**src/rtl/compare_pkg.sv**
```systemverilog
// -----------------------------------------------------------------------------
// compare_pkg
//   Shared definitions for the sequential magnitude comparator family.
//   - state_t  : FSM state encoding (IDLE / RUN).
//   - RES_*    : bit positions of the one-hot result vector {GT, EQ, LT}.
//   - clog2()  : ceiling log2, used to size the slice index register.
// -----------------------------------------------------------------------------
package compare_pkg;

   typedef enum logic {
      ST_IDLE = 1'b0,
      ST_RUN  = 1'b1
   } state_t;

   // One-hot result vector layout: {GT, EQ, LT}
   localparam int RES_W  = 3;
   localparam int RES_GT = 2;
   localparam int RES_EQ = 1;
   localparam int RES_LT = 0;

   typedef logic [RES_W-1:0] res_t;

   localparam res_t RES_NONE = 3'b000;

   // Ceiling log2; clog2(1) = 0, clog2(2) = 1, clog2(5) = 3.
   function automatic int clog2(input int value);
      int r;
      r = 0;
      for (int v = value - 1; v > 0; v = v >> 1) begin
         r = r + 1;
      end
      return r;
   endfunction

   // Build a one-hot result from the three compare flags.
   function automatic res_t res_pack(input logic gt, input logic eq, input logic lt);
      res_t r;
      r         = RES_NONE;
      r[RES_GT] = gt;
      r[RES_EQ] = eq;
      r[RES_LT] = lt;
      return r;
   endfunction

endpackage

```
**src/rtl/compare_digit.sv**
```systemverilog
// -----------------------------------------------------------------------------
// compare_digit
//   Purely combinational unsigned comparator for one DIGIT-bit slice.
//   Ports:
//     A, B  : slice operands (unsigned)
//     GT    : A > B
//     EQ    : A == B
//     LT    : A < B
//   Exactly one of GT/EQ/LT is high for any input pair.
// -----------------------------------------------------------------------------
module compare_digit #(
   parameter int DIGIT = 4
) (
   input  logic [DIGIT-1:0] A,
   input  logic [DIGIT-1:0] B,
   output logic             GT,
   output logic             EQ,
   output logic             LT
);

   logic w_eq;
   logic w_gt;

   assign w_eq = (A == B);
   assign w_gt = (A > B);

   assign EQ = w_eq;
   assign GT = w_gt;
   assign LT = ~w_eq & ~w_gt;

endmodule

```
**src/rtl/compare_seq_nbit.sv**
```systemverilog
// -----------------------------------------------------------------------------
// compare_seq_nbit
//   Multi-cycle magnitude comparator. Compares two WIDTH-bit operands one
//   DIGIT-bit slice per cycle, MSB slice first, and finishes at the first
//   slice that differs (or after the last slice when all are equal).
//   Signed compares are mapped onto unsigned ones by flipping the sign bit of
//   both operands when they are latched.
//
//   Ports:
//     CLK     : clock, all state changes on the rising edge
//     RST     : synchronous active-high reset, highest priority
//     START   : request a compare (accepted only while BUSY = 0)
//     SIGNED  : 1 = two's-complement compare, 0 = unsigned (sampled with START)
//     A, B    : operands (sampled with START)
//     BUSY    : compare in progress
//     DONE    : one-cycle pulse, new result on GT/EQ/LT
//     GT/EQ/LT: registered result, held until the next DONE or RST
//
//   Timing: START in cycle 0 -> BUSY in cycles 1..k -> DONE in cycle k+1,
//   where k (1..NDIG) is the number of slices examined.
// -----------------------------------------------------------------------------
module compare_seq_nbit
   import compare_pkg::*;
#(
   parameter int WIDTH = 16,
   parameter int DIGIT = 4
) (
   input  logic             CLK,
   input  logic             RST,
   input  logic             START,
   input  logic             SIGNED,
   input  logic [WIDTH-1:0] A,
   input  logic [WIDTH-1:0] B,
   output logic             BUSY,
   output logic             DONE,
   output logic             GT,
   output logic             EQ,
   output logic             LT
);

   localparam int NDIG = WIDTH / DIGIT;
   localparam int IDXW = (clog2(NDIG) < 1) ? 1 : clog2(NDIG);

   localparam logic [IDXW-1:0]  IDX_TOP  = IDXW'(NDIG - 1);
   localparam logic [IDXW-1:0]  IDX_ONE  = IDXW'(1);
   localparam logic [WIDTH-1:0] SIGN_MSK = WIDTH'(1) << (WIDTH - 1);

   if ((DIGIT < 1) || (DIGIT > WIDTH) || ((WIDTH % DIGIT) != 0)) begin : g_param_err
      $error("compare_seq_nbit: DIGIT must divide WIDTH and lie in 1..WIDTH");
   end

   // ---------------------------------------------------------------------------
   // Registers
   // ---------------------------------------------------------------------------
   state_t           r_state;
   logic [WIDTH-1:0] r_opa;
   logic [WIDTH-1:0] r_opb;
   logic [IDXW-1:0]  r_idx;
   logic             r_done;
   res_t             r_res;

   // ---------------------------------------------------------------------------
   // Combinational helpers
   // ---------------------------------------------------------------------------
   logic [WIDTH-1:0] w_flip;
   logic [DIGIT-1:0] w_slice_a;
   logic [DIGIT-1:0] w_slice_b;
   logic             w_gt;
   logic             w_eq;
   logic             w_lt;
   logic             w_last;

   // Flipping the sign bit of both operands turns two's-complement order into
   // plain unsigned order, so the slice comparator never needs a signed mode.
   assign w_flip = SIGN_MSK & {WIDTH{SIGNED}};

   // Slice selector: explicit mux over the constant slice positions keeps the
   // index arithmetic out of the part-select.
   always_comb begin
      w_slice_a = '0;
      w_slice_b = '0;
      for (int i = 0; i < NDIG; i++) begin
         if (r_idx == IDXW'(i)) begin
            w_slice_a = r_opa[i*DIGIT +: DIGIT];
            w_slice_b = r_opb[i*DIGIT +: DIGIT];
         end
      end
   end

   assign w_last = (r_idx == '0);

   compare_digit #(
      .DIGIT (DIGIT)
   ) u_digit (
      .A  (w_slice_a),
      .B  (w_slice_b),
      .GT (w_gt),
      .EQ (w_eq),
      .LT (w_lt)
   );

   // ---------------------------------------------------------------------------
   // FSM, operand/index registers and result registers
   // ---------------------------------------------------------------------------
   always_ff @(posedge CLK) begin
      if (RST) begin
         r_state <= ST_IDLE;
         r_opa   <= '0;
         r_opb   <= '0;
         r_idx   <= '0;
         r_done  <= 1'b0;
         r_res   <= RES_NONE;
      end else begin
         r_done <= 1'b0;
         case (r_state)
            ST_IDLE: begin
               // The result registers are left alone here so the previous
               // result stays visible while the new compare runs.
               if (START) begin
                  r_opa   <= A ^ w_flip;
                  r_opb   <= B ^ w_flip;
                  r_idx   <= IDX_TOP;
                  r_state <= ST_RUN;
               end
            end
            ST_RUN: begin
               if (!w_eq) begin
                  // First differing slice decides the whole compare.
                  r_res   <= res_pack(w_gt, 1'b0, w_lt);
                  r_done  <= 1'b1;
                  r_state <= ST_IDLE;
               end else if (w_last) begin
                  r_res   <= res_pack(1'b0, 1'b1, 1'b0);
                  r_done  <= 1'b1;
                  r_state <= ST_IDLE;
               end else begin
                  r_idx <= r_idx - IDX_ONE;
               end
            end
            default: begin
               r_state <= ST_IDLE;
            end
         endcase
      end
   end

   // ---------------------------------------------------------------------------
   // Outputs
   // ---------------------------------------------------------------------------
   assign BUSY = (r_state == ST_RUN);
   assign DONE = r_done;
   assign GT   = r_res[RES_GT];
   assign EQ   = r_res[RES_EQ];
   assign LT   = r_res[RES_LT];

endmodule

```
**config.mk**
```make
export PLATFORM = sky130hd
export DESIGN_NAME = compare_seq_nbit
export DESIGN_NICKNAME = d
export VERILOG_FILES = /design/src/rtl/compare_pkg.sv /design/src/rtl/compare_digit.sv /design/src/rtl/compare_seq_nbit.sv
export SDC_FILE = /design/constraint.sdc
export NUM_CORES = 1
export LEC_CHECK = 0
export CORE_MARGIN = 4
export CORE_UTILIZATION = 47
export DETAILED_ROUTE_END_ITERATION = 16
export PLACE_DENSITY = 0.75
export SYNTH_ARGS = -nofsm -noshare
export SYNTH_HDL_FRONTEND = slang
export SYNTH_HIERARCHICAL = 1
export SYNTH_SLANG_ARGS = --single-unit
```
**constraint.sdc**
```tcl
create_clock -name CLK -period 3.04 [get_ports CLK]
set_clock_uncertainty 0.15 [all_clocks]
set_input_delay 0.304 -clock CLK [delete_from_list [all_inputs] [get_ports CLK]]
set_output_delay 0.304 -clock CLK [all_outputs]
set_load 0.01 [all_outputs]
```
==> impl_metrics.toml <==
[run_status]
run_status = "completed"

[place]
post-place-ws_ns = 0.243
gp_congestion = 0.797
dpl_cell_area_sq_um = 2240
dp_hpwl_mm = 2.65
placement.io_buffers = 40

[worst_setup_path]
cpPeakStageDelay_ns = 0.39
path_class = "flop to flop"
reg2reg_to = "r_idx[1]"
critPathCaptureType = "flop"
critPathMaxFanout = 9
cp_slowest_cell = "dfxtp_1"
worstSetupStartpointType = "flop"
crit_arrival_ns = 2.71
worst_ep_required_time_ns = 3.08
ff2ff_setup_slack_ns = 0.37
worstPathCellList = "inv_1 -> ha_1 -> nor2_2 -> a31oi_1 -> ha_1 -> nand2_1 -> nor2_1 -> and3b_2 -> nor2_1 -> a221oi_1"
reg2reg_depth = 10
r2r-start = "r_idx[0]"

[clocking]
insertion_delay_ns = 0.28
holdBufCountCts = 0
clk_path_buf_depth = 2
numCtsBuffers = 5
clock-root-buffer = "clkbuf_8"
cts-htree-levels = 2
clock_sinks = 39
cts_tree = "done"
post_cts_buffers = 0
path_clk_slew_ns = 0.07

[logic_synthesis]
syn_area_sq_um = 1870
synth.area.mux_share = 0.0429
yosysWarnings = 6
yosys.cell_types.count = 26
postSynthCellCount = 234
synthSimpleGateAreaFrac = 0.252
synthAdderAreaFrac = 0.0537
ys_ff_latch = 39
synth_xor_area_frac = 0.00939
yosysSeqAreaShare = 0.419
synth-compound-area-share = 0.149
syn_area_per_cell_sq_um = 7.97
synth_nets = 278
synth_top_family_by_area = "simple AND/OR/NAND/NOR gates"

[routing]
firstDrtPassIters = 4
drt-wirelength-per-cell_um = 11.8
drt-total-wl_mm = 3.74
ant_nets = 0
drc = 0
route.vias.total = 1597
vias_per_cell = 5.02
drtIter0Drc = 70

[power_and_ir_drop]
intPower_w = 0.000865
vdd_drop_max_mv = 0.323
swShare = 0.272
clockPowerShare = 0.285
p_sw_w = 0.000323
seqPwrFrac = 0.480
combinationalPowerShare = 0.236
leakagePower_nw = 0.872
powerDensity_nw_per_um2 = 510

[grt]
grt_pass1_wl_mm = 6.48
grt_max_degree = 40
grt_antenna_before_repair = 0
grt_pass1_vias = 1534
gr-total-overflow = 0
track_usage = 0.158

[timing]
finalCritPeriodShare = 0.878
fin_tns_setup_ns = 0
post-route-worst-setup-slack_ns = 0.370
drv_slew = 0
slew_headroom = 0.650
worstMarginPinSlew_ns = 0.524
max_freq_mhz = 375
min_period_ns = 2.67
setup_viol = 0
hold_viol = 0
grt_setup_unrepaired = "false"

[die]
dieHeight_um = 71
io_pins = 41
die_area_sq_um = 5040
start_util = 0.498
die_x_um = 71
num_rows = 22
core_area_sq_um = 3740

[job]
maxCapViolCount = 0

[final_layout]
area_growth_pct = 24.8
diodes = 0
stdcell_area_sq_um = 2330
drive_above_1_share = 0.0556
nNetsFinal = 314

[hold_path]
min_from = "r_opb[9]"
holdPathStages = 2
holdPathEnd = "r_opb[9]"
hold_class = "flop to flop"
-- cells in the mapped netlist (all sizes together) --
master	number	area (sq um)
a221oi	1	8.76
a211oi	2	15.0
nor2b	4	27.5
nand2	72	270
a21oi	36	184
xnor2	2	17.5
nand2b	9	56.3
clkbuf	6	52.6
buf	8	57.6
o21ai	4	20.0
nor2	7	26.3
and3b	1	10.0
dfxtp	39	781
nand3b	8	60.1
inv	8	30.0
nor3	2	10.0
mux2i	8	80.1
or2b	1	8.76
a31oi	8	50.1
ha	8	100
-- cell usage in the layout (no fill, tap or decap) --
cell	netlist	routed
dfxtp_1	39	39
a21oi_1	35	35
clkbuf_8	3	6
a31oi_1	8	8
or2b_2	1	1
nand3b_1	8	8
nor2_2	0	1
a211oi_1	2	2
clkinv_2	0	1
o21ai_1	1	1
nand2b_1	9	9
xnor2_1	2	2
nor2b_1	3	3
ha_1	8	8
and3b_2	1	1
clkdlybuf4s50_1	0	40
mux2i_1	8	8
a21oi_2	1	1
nor2b_2	1	1
nor2_1	7	6
nand2_1	72	72
buf_4	2	3
nor3_1	2	2
inv_1	8	8
o21ai_0	3	3
a221oi_1	1	1
-- area by class of cell --
cell class,count,area [sq um]
well taps,48,60.1
repair buffers,43,423
fillers,349,1420
clock inverters,1,5.00
multi-input cells,173,947
inverters,8,30.0
flip-flops and latches,39,781
clock buffers,6,82.6
-- routing by layer --
metal / routed length (um) / track usage
met1: 1830 / 0.195
met2: 1640 / 0.255
met3: 227 / 0.0568
met4: 46 / 0.0501
met5: 0 / 0
-- how the worst max path moves through the flow --
stage               startpoint       end  slack (ns)  depth (start not counted)
CTS                   r_idx[0]  r_idx[1]        0.22                         10
finish                r_idx[0]  r_idx[1]        0.37                         10
detailed placement    r_idx[0]  r_idx[1]        0.24                         10
global route          r_idx[1]  r_idx[1]        0.15                         11
global placement      r_idx[0]  r_idx[1]        0.40                         10
floorplan             r_idx[0]  r_idx[1]        0.61                         10
-- power groups by stage --
stage	Combinational, W	Sequential, W	Clock (W)
after floorplan	0.000194	0.000577	0
after global placement	0.000273	0.000580	0
after detailed placement	0.000279	0.000581	0
after CTS	0.000281	0.000569	0.000349
after global routing	0.000318	0.000574	0.000364
final	0.000280	0.000569	0.000338
-- state kept, by name, summed over array words and instances (netlist names) --
| register | flops |
|---|---|
| BUSY | 1 |
| r_opa | 16 |
| r_res | 3 |
| DONE | 1 |
| r_opb | 16 |
| r_idx | 2 |
-- critical path: cells and delay by family (launching register included) --
family	cells	cell delay, ns
buf+inv	1	0.10
compound gates	2	0.36
fa+ha+maj	2	0.64
flops	1	0.39
simple gates	5	0.95
-- through the flow --
| step | power, W | util | hold slack [ns] | std cells |
|---|---|---|---|---|
| 2_1_floorplan | 0.000771 | - | 0.281 | 234 |
| 3_3_place_gp | 0.000854 | 0.598 | 0.295 | 311 |
| 3_5_place_dp | 0.000860 | 0.598 | 0.300 | 311 |
| 4_1_cts | 0.00120 | 0.621 | 0.310 | 318 |
| 5_1_grt | 0.00126 | 0.622 | 0.330 | 318 |
| 6_report | 0.00119 | 0.622 | 0.309 | 318 |
-- timing repair --
| action | in CTS | in global routing |
|---|---|---|
| gates resized for setup | 0 | 1 |
| endpoints found under the hold margin | 0 | 0 |
| endpoints found under the setup margin | 0 | 1 |
-- cells by family after synthesis --
logic type | Yosys count
adders and majority gates | 8
AOI/OAI and AO/OA | 51
muxes | 8
DFF | 39
buffers and inverters | 22
and+or+nand+nor | 104
xor gates and xnor gates | 2
No activity file was read; power rests on OpenSTA's default activity.
==> edit 1: new RTL, same flow settings <==
The parameter `WIDTH` goes from 16 to 32.
--- a/src/rtl/compare_seq_nbit.sv
+++ b/src/rtl/compare_seq_nbit.sv
@@ -24,3 +24,3 @@
 #(
-   parameter int WIDTH = 16,
+   parameter int WIDTH = 32,
    parameter int DIGIT = 4
Ports: changed (resized A and B); port bits go from 41 to 73. The function was not compared with the original's and may differ.
==> edit 1 against the original RTL <==
- power increased by 120%
- first-iteration DRC count increased by 130%
- setup slack got worse by 0.21 ns
- synthesized area increased by 82%
- sequential cell count increased by 33
- routed wire length increased by 130%
- critical path depth increased by 3
- utilization increased by 1.8 points
- cell area increased by 90%
- global-route usage increased by 5.2 points
- largest power group unchanged
- clock power increased by 120%
==> edit 1: results (changes against the original RTL) <==
vias in the first global route 3084 (+100%); 1st-iter DRT viols 164 (+130%); Cell variety after synth 32 (+23%); Max VDD drop 0.0004396 V (+36%); DP Wirelength 6.312 mm (+140%); Mapped Cells 470 (+100%); Antenna Cells 0 (unchanged); DR vias/cell 5.234 (+4.2%); Hold WC Path Type in2reg; syn_nets 547 (+97%); CP max FO 5 (-4); share of cells above drive strength 1 7.463% (+1.9 points); Layout Nets 608 (+94%); worst hold endpoint r_idx[2]; Cells after DPL 616 (+98%); top flop regs r_opa x32, r_opb x32; length in cells of the worst reg-to-reg path 13 (+3); clock buffer count from CTS 9 (+4); register area share after synthesis 42.54% (+0.69 points); largest net degree at the start of global routing 41 (+2.5%); fin crit period 2.878 ns (+0.2081 ns); Worst EP arrival 2.97 ns (+0.26 ns); wire per inst 13.81 µm (+17%); Reg clk slew, reported paths 0.07 ns (about the same); first-pass GRT wire length 14.48 mm (+120%); outcome finished, final reports clean; Leak 0.001686 µW (+93%); largest cells by area after synthesis dfxtp_1 43%, nand2_1 17%, a21oi_1 13%; gr usage total 20.93% (+5.2 points); Max H-tree Level 3 (+1); DP Area 0.004198 mm² (+88%); Detailed Routing Iterations Pass 1 5 (+1); gpl congestion 0.8882 (+11%); final std cells w/o fill 632 (+99%); pin slew with the least headroom to its limit 0.5989 ns (+0.07444 ns); hold_sp RST; Commonest cells post-synth 156 x nand2_1, 87 x a21oi_1, 72 x dfxtp_1; Place WS 0.08231 ns (-0.1604 ns); hold slack 0.2950 ns (-0.01367 ns); Clk Latency, worst-skew pair 0.34 ns (+0.06 ns); max incr delay on CP 0.38 ns; port bufs 72 (+80%); reg-to-reg slack, setup 0.16 ns (-0.21 ns)
==> edit 1: cell count changes after synthesis, moves of 5 or more <==
cell / unedited run / this run
dfxtp_1: 39 / 72
o31ai_1: 0 / 7
nand2b_1: 9 / 2
clkbuf_1: 3 / 17
inv_1: 8 / 16
buf_2: 4 / 18
mux2i_1: 8 / 2
o21ai_0: 3 / 13
nor2_1: 7 / 14
a31oi_1: 8 / 3
nor2b_1: 3 / 14
a21oi_1: 35 / 87
nand2_1: 72 / 156
==> edit 1: layout make-up <==
class,instances,area (µm²)
repair buffers,87,844.6
clock inverters,3,40.04
fillers,652,2484
well taps,96,120.1
flip-flops and latches,72,1446
inverters,16,60.06
multi-input cells,345,1753
clock buffers,13,158.9
==> edit 1: kinds of logic (layout without fill, tap and decap cells) <==
logic type | count (synthesis) | in the layout | synth area share (%)
AOI/OAI and AO/OA | 134 | 134 | 22.34
and+or+nand+nor | 198 | 198 | 24.15
muxes | 2 | 2 | 0.5909
adders and majority gates | 9 | 9 | 3.324
xor gates and xnor gates | 2 | 2 | 0.5171
DFF | 72 | 72 | 42.54
buffers and inverters | 53 | 119 | 6.536
==> edit 1: power by group <==
group	internal (µW)	leakage, µW	total [µW]	switching (µW)
Clock	422	0.000103	760	338
Sequential	1030	0.000593	1090	60.7
Combinational	359	0.000990	780	421
Total	1810	0.00169	2630	819
==> edit 1: per-layer routing <==
layer / share of wire (%) / global-route usage, %
met1: 45 / 28.32
met2: 47 / 32.51
met3: 7.3 / 6.093
met4: 1.0 / 5.739
met5: 0 / 0
==> edit 1: critical path: cells and delay by family (launching register included) <==
kind	cells	cell delay, ns
AO/OA/AOI/OAI	6	1.24
AND/OR/NAND/NOR	3	0.37
flip-flops	1	0.38
adder cells (fa/ha/maj)	2	0.47
buffers and inverters	2	0.15
==> edit 2: new RTL, same flow settings <==
Without the edit above. Add an input register stage for `START`, `SIGNED`, `A` and `B`, cleared by the reset; this delays them by one clock. Comments in the files are not updated.
--- a/src/rtl/compare_seq_nbit.sv
+++ b/src/rtl/compare_seq_nbit.sv
@@ -47,2 +47,21 @@
 
+   logic START_q;
+   logic SIGNED_q;
+   logic [WIDTH-1:0] A_q;
+   logic [WIDTH-1:0] B_q;
+
+   always_ff @(posedge CLK) begin
+      if (RST) begin
+         START_q  <= '0;
+         SIGNED_q <= '0;
+         A_q      <= '0;
+         B_q      <= '0;
+      end else begin
+         START_q  <= START;
+         SIGNED_q <= SIGNED;
+         A_q      <= A;
+         B_q      <= B;
+      end
+   end
+
    if ((DIGIT < 1) || (DIGIT > WIDTH) || ((WIDTH % DIGIT) != 0)) begin : g_param_err
@@ -74,3 +93,3 @@
    // plain unsigned order, so the slice comparator never needs a signed mode.
-   assign w_flip = SIGN_MSK & {WIDTH{SIGNED}};
+   assign w_flip = SIGN_MSK & {WIDTH{SIGNED_q}};
 
@@ -118,5 +137,5 @@
                // result stays visible while the new compare runs.
-               if (START) begin
-                  r_opa   <= A ^ w_flip;
-                  r_opb   <= B ^ w_flip;
+               if (START_q) begin
+                  r_opa   <= A_q ^ w_flip;
+                  r_opb   <= B_q ^ w_flip;
                   r_idx   <= IDX_TOP;
Formal check against the unedited RTL: not equivalent (Yosys sat finds a counterexample within 4 cycles, from zero or initial values and one cycle with RST high).
==> edit 2 against the original RTL <==
- maximum frequency is 4.9% lower
- cell count is 31% higher
- sequential cell count is 34 higher
- count of clock-buffer cells in the layout is 7 higher
- power is 63% higher
- synthesized cell count is 30% higher
- setup slack worse by 0.14 ns
- synthesized area is 49% higher
- first-iteration DRC count is 19% higher
- routed wire length is 30% higher
- sequential share of layout area is 10 points higher
- cell area is 44% higher
- critical endpoint unchanged
==> edit 2: results (changes against the original RTL) <==
length in cells of the worst reg-to-reg path 10 (unchanged); Largest delay share family, worst path adder cells; share of cells above drive strength 1 6.667% (+1.1 points); vias in the first global route 1890 (+23%); Layout Nets 385 (+23%); Root Driver clkbuf_8; DR vias/cell 4.808 (-4.3%); Avg Synthesized Cell Area 9.087 µm² (+14%); Cells after DPL 402 (+29%); CP max FO 6 (-3); Slew HR 32.85% (-32 points); ys async rst share 0% (unchanged); maximum clock path buffer count 2 (unchanged); clock buffer count from CTS 9 (+4); Clk Latency, worst-skew pair 0.34 ns (+0.06 ns); largest cells by area after synthesis dfxtp_1 53%, nand2_1 9.8%, nor2b_1 8.4%; first-pass GRT wire length 8.245 mm (+27%); Commonest cells post-synth 73 x dfxtp_1, 72 x nand2_1, 37 x nor2b_1; gr usage total 14.58% (-1.2 points); Worst EP arrival 2.89 ns (+0.18 ns); register area share after synthesis 52.73% (+11 points); final WL 4.845 mm (+30%); Leak 0.001216 µW (+39%); top_reg_cell synth dfxtp_1; 1st-iter DRT viols 83 (+19%); gpl congestion 0.9319 (+17%); Max H-tree Level 3 (+1); DP Wirelength 3.382 mm (+28%); Antenna Cells 0 (unchanged); Hold WC Path Type reg2reg; Fillers 533 (+53%); final std cells w/o fill 417 (+31%); antenna violations before repair 0 (unchanged); Cell variety after synth 28 (+7.7%); Fin Setup TNS 0 ns (unchanged); Max stage delay cell, worst path ha_1; syn_nets 349 (+26%); max incr delay on CP 0.41 ns (+0.02 ns); Max VDD drop 0.0004878 V (+51%); Detailed Routing Iterations Pass 1 4 (unchanged); outcome finished, final reports clean; largest net degree at the start of global routing 60 (+50%)
-- edit 2: what timing repair did --
item / CTS / global route
setup buffers: 0 / 0
setup endpoints to repair: 0 / 5
resized for setup: 0 / 2
-- edit 2: final timing paths --
check	slack [ns]	from	endpoint
setup reg to reg	0.23	r_idx[0]	r_idx[1]
hold reg to reg	0.28	B_q[13]	r_opb[13]
hold / removal	0.28	B_q[13]	r_opb[13]
setup / recovery	0.23	r_idx[0]	r_idx[1]
-- edit 2: metrics by stage --
step,area (µm²),hold slack [ns],utilization (%),setup slack (ns)
2_1_floorplan,2771,0.2674,-,0.6038
3_3_place_gp,3153,0.2738,56.22,0.3735
3_5_place_dp,3153,0.2755,56.22,0.1474
4_1_cts,3334,0.2862,59.46,0.1411
5_1_grt,3342,0.2918,59.59,0.01789
6_report,3342,0.2843,59.59,0.2330
-- edit 2: final cells by class --
type	count	share of cell area, %
Clock buffer	13	5.054
Sequential cell	73	43.73
Clock inverter	2	0.3744
Tap cell	72	2.696
Timing Repair Buffer	43	12.50
Inverter	8	0.8985
Multi-Input combinational cell	206	34.74
-- edit 2: where the power goes --
| group | internal, µW | switching, µW | leakage, µW |
|---|---|---|---|
| logic | 118 | 114 | 0.000524 |
| clock network | 358 | 328 | 0.0000915 |
| registers | 1000 | 19.7 | 0.000600 |
| total | 1480 | 461 | 0.00122 |
-- edit 2: kinds of logic after synthesis --
logic type / Yosys count / share of synthesized area (%)
AO/OA/AOI/OAI: 51 / 10.11
XOR/XNOR: 2 / 0.6322
adder cells (fa/ha/maj): 8 / 3.612
buffers and inverters: 26 / 5.643
flip-flops: 73 / 52.73
multiplexers: 8 / 2.890
AND/OR/NAND/NOR: 137 / 24.38
-- edit 2: worst reg2reg max path, delay by kind of cell (launching register included) --
kind	cells	cell delay, ns
buf+inv	1	0.22
simple gates	4	0.64
mux	1	0.22
compound gates	2	0.36
fa+ha+maj	2	0.73
flops	1	0.39
-- edit 2: routing by layer --
| metal | vias up | share of wire, % | wire (µm) | GRT usage [%] |
|---|---|---|---|---|
| met3 | 8 | 4.8 | 233 | 5.103 |
| met2 | 35 | 46 | 2231 | 23.77 |
| met1 | 906 | 47 | 2274 | 16.68 |
| li1 | 1056 | - | - | - |
| met4 | 0 | 2.2 | 106 | 7.914 |
| met5 | - | 0 | 0 | 0 |
